<file path="config.mk">
export PLATFORM = sky130hd
export DESIGN_NAME = trng_byte_collector
export DESIGN_NICKNAME = d
export VERILOG_FILES = /design/src/rtl/trng_pkg.sv /design/src/rtl/trng_vn_debias.sv /design/src/rtl/trng_byte_collector.sv
export SDC_FILE = /design/constraint.sdc
export NUM_CORES = 1
export LEC_CHECK = 0
export ABC_CLOCK_PERIOD_IN_PS = 2100
export CAP_MARGIN = 30
export CORE_AREA = 2 2 74 76
export DETAILED_ROUTE_END_ITERATION = 6
export DIE_AREA = 0 0 76 78
export SYNTH_ARGS = -nofsm -noshare
export SYNTH_HDL_FRONTEND = slang
export SYNTH_SLANG_ARGS = --single-unit
</file>
<file path="constraint.sdc">
create_clock -name clk -period 2.1 [get_ports clk]
set_clock_uncertainty 0.15 [all_clocks]
set_input_delay 0.21 -clock clk [delete_from_list [all_inputs] [get_ports clk]]
set_output_delay 0.21 -clock clk [all_outputs]
set_load 0.02 [all_outputs]
</file>
<file path="src/rtl/trng_pkg.sv">
// trng_pkg: shared constants, counter-width helper and VN state encoding
`default_nettype none

package trng_pkg;

  localparam int BYTE_W          = 8;
  localparam int SAMPLE_DIV_DEF  = 16;
  localparam int SYNC_STAGES_DEF = 2;
  localparam int RCT_LIMIT_DEF   = 32;

  // Bits needed to hold values 0..max_val; SAMPLE_DIV counter uses max_val=SAMPLE_DIV-1
  function automatic int cnt_w(input int max_val);
    return (max_val < 2) ? 1 : $clog2(max_val + 1);
  endfunction

  typedef enum logic [0:0] {
    VN_FIRST  = 1'b0,
    VN_SECOND = 1'b1
  } vn_state_t;

endpackage

`default_nettype wire

</file>
<file path="src/rtl/trng_vn_debias.sv">
// trng_vn_debias: von Neumann extractor over non-overlapping sample pairs
`default_nettype none

module trng_vn_debias
  import trng_pkg::*;
(
  input  logic clk,
  input  logic rst_n,
  input  logic clr,
  input  logic sample_tick,
  input  logic s,
  output logic bit_valid,
  output logic bit_out
);

  vn_state_t state, state_nxt;
  logic      a, a_nxt;

  always_ff @(posedge clk or negedge rst_n) begin
    if (!rst_n) begin
      state <= VN_FIRST;
      a     <= 1'b0;
    end else begin
      state <= state_nxt;
      a     <= a_nxt;
    end
  end

  // The emitted bit is the first sample of an unequal pair: (1,0)->1, (0,1)->0
  always_comb begin
    state_nxt = state;
    a_nxt     = a;
    bit_valid = 1'b0;
    bit_out   = a;
    if (clr) begin
      state_nxt = VN_FIRST;
      a_nxt     = 1'b0;
    end else if (sample_tick) begin
      case (state)
        VN_FIRST: begin
          a_nxt     = s;
          state_nxt = VN_SECOND;
        end
        VN_SECOND: begin
          bit_valid = (s != a);
          state_nxt = VN_FIRST;
        end
        default: state_nxt = VN_FIRST;
      endcase
    end
  end

endmodule

`default_nettype wire

</file>
<file path="src/rtl/trng_byte_collector.sv">
// trng_byte_collector: synchronise, sample, debias, health-test and pack TRNG bits
`default_nettype none

module trng_byte_collector
  import trng_pkg::*;
#(
  parameter int SAMPLE_DIV  = SAMPLE_DIV_DEF,
  parameter int SYNC_STAGES = SYNC_STAGES_DEF,
  parameter int RCT_LIMIT   = RCT_LIMIT_DEF
) (
  input  logic              clk,
  input  logic              rst_n,
  input  logic              en,
  input  logic              rnd_in,
  output logic [BYTE_W-1:0] byte_data,
  output logic              byte_valid,
  input  logic              byte_ready,
  output logic              health_fail,
  output logic              overflow
);

  localparam int DIV_W = cnt_w(SAMPLE_DIV - 1);
  localparam int RCT_W = cnt_w(RCT_LIMIT);
  localparam int BIT_W = $clog2(BYTE_W);
  localparam logic [DIV_W-1:0] DIV_LAST = DIV_W'(SAMPLE_DIV - 1);
  localparam logic [RCT_W-1:0] RCT_MAX  = RCT_W'(RCT_LIMIT);
  localparam logic [BIT_W-1:0] BIT_LAST = BIT_W'(BYTE_W - 1);

  logic [SYNC_STAGES-1:0] sync_q;
  logic                   s;

  always_ff @(posedge clk or negedge rst_n) begin
    if (!rst_n) sync_q <= '0;
    else        sync_q <= {sync_q[SYNC_STAGES-2:0], rnd_in};
  end

  assign s = sync_q[SYNC_STAGES-1];

  logic [DIV_W-1:0] div_cnt;
  logic             tick;

  assign tick = en && (div_cnt == DIV_LAST);

  always_ff @(posedge clk or negedge rst_n) begin
    if (!rst_n)           div_cnt <= '0;
    else if (!en || tick) div_cnt <= '0;
    else                  div_cnt <= div_cnt + DIV_W'(1);
  end

  logic bit_valid, bit_out;

  trng_vn_debias u_vn (
    .clk         (clk),
    .rst_n       (rst_n),
    .clr         (!en),
    .sample_tick (tick),
    .s           (s),
    .bit_valid   (bit_valid),
    .bit_out     (bit_out)
  );

  logic [RCT_W-1:0] rct_cnt, rct_nxt;
  logic             prev_s;

  // A zero count marks "no previous sample" after enable, so the first tick loads 1
  always_comb begin
    rct_nxt = rct_cnt;
    if (rct_cnt == '0 || s != prev_s) rct_nxt = RCT_W'(1);
    else if (rct_cnt != RCT_MAX)      rct_nxt = rct_cnt + RCT_W'(1);
  end

  always_ff @(posedge clk or negedge rst_n) begin
    if (!rst_n) begin
      rct_cnt     <= '0;
      prev_s      <= 1'b0;
      health_fail <= 1'b0;
    end else if (!en) begin
      rct_cnt     <= '0;
      prev_s      <= 1'b0;
      health_fail <= 1'b0;
    end else if (tick) begin
      rct_cnt <= rct_nxt;
      prev_s  <= s;
      if (rct_nxt == RCT_MAX) health_fail <= 1'b1;
    end
  end

  logic [BIT_W-1:0]  bit_cnt;
  logic [BYTE_W-2:0] shift_q;
  logic              bit_take, byte_done, xfer, load;

  assign bit_take  = bit_valid && !health_fail;
  assign byte_done = bit_take && (bit_cnt == BIT_LAST);
  assign xfer      = byte_valid && byte_ready;
  assign load      = byte_done && (!byte_valid || byte_ready);

  // bit_cnt wraps 7->0 on its own, so completion and drop share one path
  always_ff @(posedge clk or negedge rst_n) begin
    if (!rst_n) begin
      bit_cnt <= '0;
      shift_q <= '0;
    end else if (!en) begin
      bit_cnt <= '0;
      shift_q <= '0;
    end else if (bit_take) begin
      bit_cnt <= bit_cnt + BIT_W'(1);
      shift_q <= {shift_q[BYTE_W-3:0], bit_out};
    end
  end

  always_ff @(posedge clk or negedge rst_n) begin
    if (!rst_n) begin
      byte_data  <= '0;
      byte_valid <= 1'b0;
      overflow   <= 1'b0;
    end else begin
      if (load) begin
        byte_data  <= {shift_q, bit_out};
        byte_valid <= 1'b1;
      end else if (xfer) begin
        byte_valid <= 1'b0;
      end
      if (byte_done && !load) overflow <= 1'b1;
    end
  end

endmodule

`default_nettype wire
</file>
; Word level (Yosys, flattened, before mapping)
; Cells that the tools add are included.
[totals]
wordCells = 68
out_inout_bits = 11
reg_bits = 36
input_bits = 5
[op_classes]
n_mux = 25
eq_ne = 10
addsub = 3
bitwise = 1
reduce_logical = 17
[ops]
columns = operator, n
row1 = $mux W6, 4
row2 = $mux W1, 15
row3 = $mux W7, 2
row4 = $add A6 B1 Y6 const B, 1
row5 = $eq A6 B6 Y1 const B, 1
row6 = $logic_and A1 B1 Y1, 6
row7 = $logic_not A6 Y1, 1
row8 = $mux W3, 2
row9 = $ne A2 B1 Y1 const B, 3
row10 = $ne A6 B6 Y1 const B, 1
row11 = $add A4 B1 Y4 const B, 1
row12 = $eq A4 B4 Y1 const B, 1
row13 = $logic_not A1 Y1, 4
row14 = $mux W4, 1
row15 = $reduce_and A2 Y1, 2
row16 = $add A3 B1 Y3 const B, 1
row17 = $eq A3 B3 Y1 const B, 1
row18 = $logic_or A1 B1 Y1, 3
row19 = $ne A1 B1 Y1, 2
row20 = $ne A2 B2 Y1 const B, 1
row21 = $pmux W1 S2, 1
row22 = $reduce_bool A2 Y1, 1
row23 = $not A1 Y1, 1

; Longest topological paths before layout
; Gate-level depths: netlist of the first run.
[depth]
ltp_word = 9
depth_mapped = 6
ltp_nobuf = 6

; Modules after synthesis
; A second synthesis of the first run with hierarchy kept.
[hier_totals]
hier_cells = 168
area_unflattened_um2 = 1805.5
[modules_own_cells]
columns = module, n_inst, cells_each, seq_area_each_um2, area_each_um2
row1 = trng_byte_collector, 1, 157, 850.8, 1696.6
row2 = trng_vn_debias, 1, 11, 50.0, 108.9

; Worst setup path after synthesis of the first run
; Ideal clock, no wire load.
[synth_path]
path_kind = register to register
from = register div_cnt[0]
to = register byte_data[0]
n_path_buf = 1
t_required_ns = 1.823
setup_time_ns = 0.127
arrival_time_ns = 1.606
path_stages_with_launch = 7
setup_slack_ns = 0.217
synth_period_minus_slack_ns = 1.883
path_cell_list = dfrtp_1 > ha_1 > nand3_2 > nor4_2 > and3_1 > buf_4 > mux2_1
[synth_via]
elab_chain_len = 7
[synth_lines]
columns = item, line_no
row1 = from (decl), trng_byte_collector.sv:39  ; logic [DIV_W-1:0] div_cnt;
row2 = from (signal assigned), trng_byte_collector.sv:47  ; else div_cnt <= div_cnt + DIV_W'(1);
row3 = $eq A4 B4 Y1, trng_byte_collector.sv:42  ; assign tick = en && (div_cnt == DIV_LAST);
row4 = $logic_and A1 B1 Y1, trng_byte_collector.sv:42
row5 = $mux W1, trng_vn_debias.sv:38  ; end else if (sample_tick) begin
row6 = $mux W1, trng_vn_debias.sv:35  ; if (clr) begin
row7 = $logic_and A1 B1 Y1, trng_byte_collector.sv:92  ; assign bit_take = bit_valid && !health_fail;
row8 = $logic_and A1 B1 Y1, trng_byte_collector.sv:93  ; assign byte_done = bit_take && (bit_cnt == BIT_LAST);
row9 = $logic_and A1 B1 Y1, trng_byte_collector.sv:95  ; assign load = byte_done && (!byte_valid || byte_ready);
row10 = to (signal assigned), trng_byte_collector.sv:118  ; byte_data <= {shift_q, bit_out};
row11 = to (decl), trng_byte_collector.sv:15  ; output logic [BYTE_W-1:0] byte_data,
; Every way passes these cells.
; A chain may end at the register's enable or synchronous reset.

; Worst setup path in the final report of the first run
[layout_path]
from = register div_cnt[0]
to = register byte_data[1]
; The elaborated chain is that of the path after synthesis.

==> flow_summary.toml, run 1 <==
[layout]
antennaDiodeCount = 0
final_nets = 186
final_cell_mix = "dfrtp_1, clkdlybuf4s50_1, mux2i_1"
drive_gt1_share_pct = 10.2
final_util_pct = 41.3
layout_commonest_cell = "dfrtp_1"
syn2layout_area_growth_pct = 20.0

[global_routing]
antenna_found_initial = 0
grt-ovfl-total = 0
grt_usage_pct = 12.4
grt_pass1_wl_mm = 5.79
grt_start_max_net_pins = 37
first_global_vias = 1235

[synth]
synth_cell_types = 37
syn_nets = 167
synth-seq-cells = 36
syn_area_mm2 = 0.00174
ys_seq_area_share_pct = 51.9
syn_area_per_cell_um2 = 11.1
yosysWarningCount = 0
syn-instance-count = 157

[critical_path]
start_kind = "flip-flop"
worstPathArrival_ns = 1.99
endpoint_kind = "flip-flop"
critPathSlowestCell = "dfrtp_1"
r2r-start = "div_cnt[0]"
path_cells = "ha_1 > nand3_2 > nor4_4 > and3_1 > buf_4 > mux2_1"
critPathBufInv = 1
r2r_end = "byte_data[1]"
required_ns = 2.12
worst-r2r-setup-slack_ns = 0.14
path_class = "flip-flop to flip-flop"
cp_slowest_stage_delay_ns = 0.37
cpLargestDelayFamily = "simple AND/OR/NAND/NOR gates"
reg2regPathDepth = 6
worstPathMaxFanout = 8

[floorplan]
ios = 16
die_area_mm2 = 0.00593
die_h_um = 78
core_region_area_mm2 = 0.00504
core.rowCount = 26
die_x_um = 76
initial_utilization_pct = 34.4

[sta]
min_period_ns = 1.96
fin_crit_sh_pct = 93.5
fin_tns_setup_ns = 0
hold_viol_final = 0
clock.fmax_ghz = 0.509
setup_viol = 0
relSlewSlack_pct = 67.3
tightest_slew_ns = 0.489
rsz0062_at_grt = "false"
slew_violations = 0

[route]
drt_iter0_drc = 55
dr.pass1.iters = 5
ant_nets = 0
vias = 1227
wl_per_cell_um = 13.3
via_per_inst = 4.97
drcViolationCount = 0
drt-total-wl_mm = 3.29

[cts]
numCtsBuffers = 5
clk_root_buffer_cell = "clkbuf_8"
clkLatencyLatePin_ns = 0.29
path_clk_slew_ns = 0.08
cts_buffer_depth = 2
htreeDepth = 2
cts_sinks = 36
cts_hold_buf = 0
tritoncts = "done"

[placed_design]
post-dp-hpwl_mm = 2.30
io_buffer_count = 15
place_congestion = 0.838

[power]
p_leak_nw = 0.942
irDropWorstVdd_uv = 363
power_density_mw_per_mm2 = 593

[status]
status = "complete, no violations"

[job]
drv_cap = 0

[min_path]
hold_path_class = "input pin to asynchronous set/reset pin"
[repair_timing]
item                       CTS  global route
setup endpoints to repair    0            11
setup buffers                0             0
resized for setup            0             2
[state kept, by name (all words and copies together) (netlist names), 2 cells and up]
signal     cells
byte_data      8
shift_q        7
rct_cnt        6
div_cnt        4
bit_cnt        3
sync_q         2
[routing by layer]
metal | wire (um) | global-route usage, % | part of all wire (%)
met5 | 0 | 0 | 0
met4 | 53 | 5.27 | 1.6
met3 | 171 | 4.30 | 5.2
met2 | 1690 | 21.0 | 51
met1 | 1380 | 14.3 | 42
[through the flow]
step	setup slack (ns)	instances	cell area [um2]	hold WS, ns	power, mW
2_1_floorplan	0.217	157	1740	-0.236	0.737
3_3_place_gp	0.109	239	1980	0.184	0.764
3_5_place_dp	0.0255	239	1980	0.190	0.766
4_1_cts	0.0869	247	2070	0.196	1.26
5_1_grt	0.0133	247	2080	0.192	1.29
6_report	0.137	247	2080	0.192	1.24
[worst reg2reg max path, cell delays in order, from the launching register on]
cell and delay (ns):
dfrtp_1 0.37, ha_1 0.22, nand3_2 0.13, nor4_4 0.30
and3_1 0.19, buf_4 0.16, mux2_1 0.33
[area by class of cell]
type / instances / area (um2)
clock inverters: 3 / 18.8
fillers: 506 / 2960
flip-flops and latches: 36 / 901
inverters: 3 / 11.3
multi-input cells: 109 / 801
repair buffers: 21 / 195
clock buffers: 5 / 68.8
well taps: 70 / 87.6
[kinds of logic after synthesis]
kind of cell / Yosys count / synth area share [%]
buf+inv: 12 / 3.03
mux: 19 / 11.5
xor+xnor: 5 / 2.52
fa+ha+maj: 5 / 3.60
simple gates: 63 / 20.7
compound gates: 17 / 6.77
flops: 36 / 51.9
[synth_stat cells]
cell | n | area share (%)
o22ai_1 | 1 | 0.36
nand2_1 | 10 | 2.2
o21bai_1 | 1 | 0.43
xor2_1 | 4 | 2.0
buf_4 | 2 | 0.86
nor2_1 | 10 | 2.2
o21ai_0 | 3 | 0.86
inv_1 | 3 | 0.65
clkbuf_1 | 7 | 1.5
nand2b_1 | 4 | 1.4
nand4_1 | 1 | 0.36
xnor2_1 | 1 | 0.50
ha_1 | 5 | 3.6
dfrtp_1 | 36 | 52
o41ai_1 | 1 | 0.50
a21boi_0 | 3 | 1.3
mux2i_1 | 11 | 6.3
nand3_2 | 1 | 0.58
and2_1 | 3 | 1.1
o21ai_1 | 1 | 0.29
a21oi_1 | 1 | 0.29
o2111ai_1 | 1 | 0.50
nand3_1 | 10 | 2.9
o31ai_1 | 1 | 0.43
and3_1 | 4 | 1.4
nor4_2 | 1 | 0.72
a22oi_1 | 1 | 0.43
a31oi_1 | 1 | 0.36
a32o_1 | 1 | 0.58
nor3b_1 | 1 | 0.43
nor4_1 | 2 | 0.72
nor4b_1 | 1 | 0.50
nor2b_1 | 10 | 3.6
nor4b_2 | 2 | 1.7
nor3_1 | 3 | 0.86
o21a_1 | 1 | 0.43
mux2_1 | 8 | 5.2
[power breakdown]
| group | total [mW] | switching [mW] | internal [mW] |
|---|---|---|---|
| sequential | 0.705 | 0.00584 | 0.699 |
| combinational | 0.0456 | 0.0268 | 0.0188 |
| clock | 0.485 | 0.254 | 0.231 |
[worst max-delay path by stage]
stage,startpoint,to,cells after the start
after floorplan,div_cnt[0],byte_data[0],6
after global placement,en,byte_data[3],6
after detailed placement,en,byte_data[1],6
after CTS,div_cnt[0],byte_data[1],6
after global routing,div_cnt[0],byte_data[6],6
final,div_cnt[0],byte_data[1],6
Power figures use the tool's default switching activity.
==> run 2, diff against run 1 <==
- ABC_CLOCK_PERIOD_IN_PS: 2100 -> default
- CTS_BUF_LIST: default -> sky130_fd_sc_hd__clkbuf_4 sky130_fd_sc_hd__clkbuf_8
==> results of run 2 <==
Same layout as run 1: the final DEF is identical, and so are final timing and power.
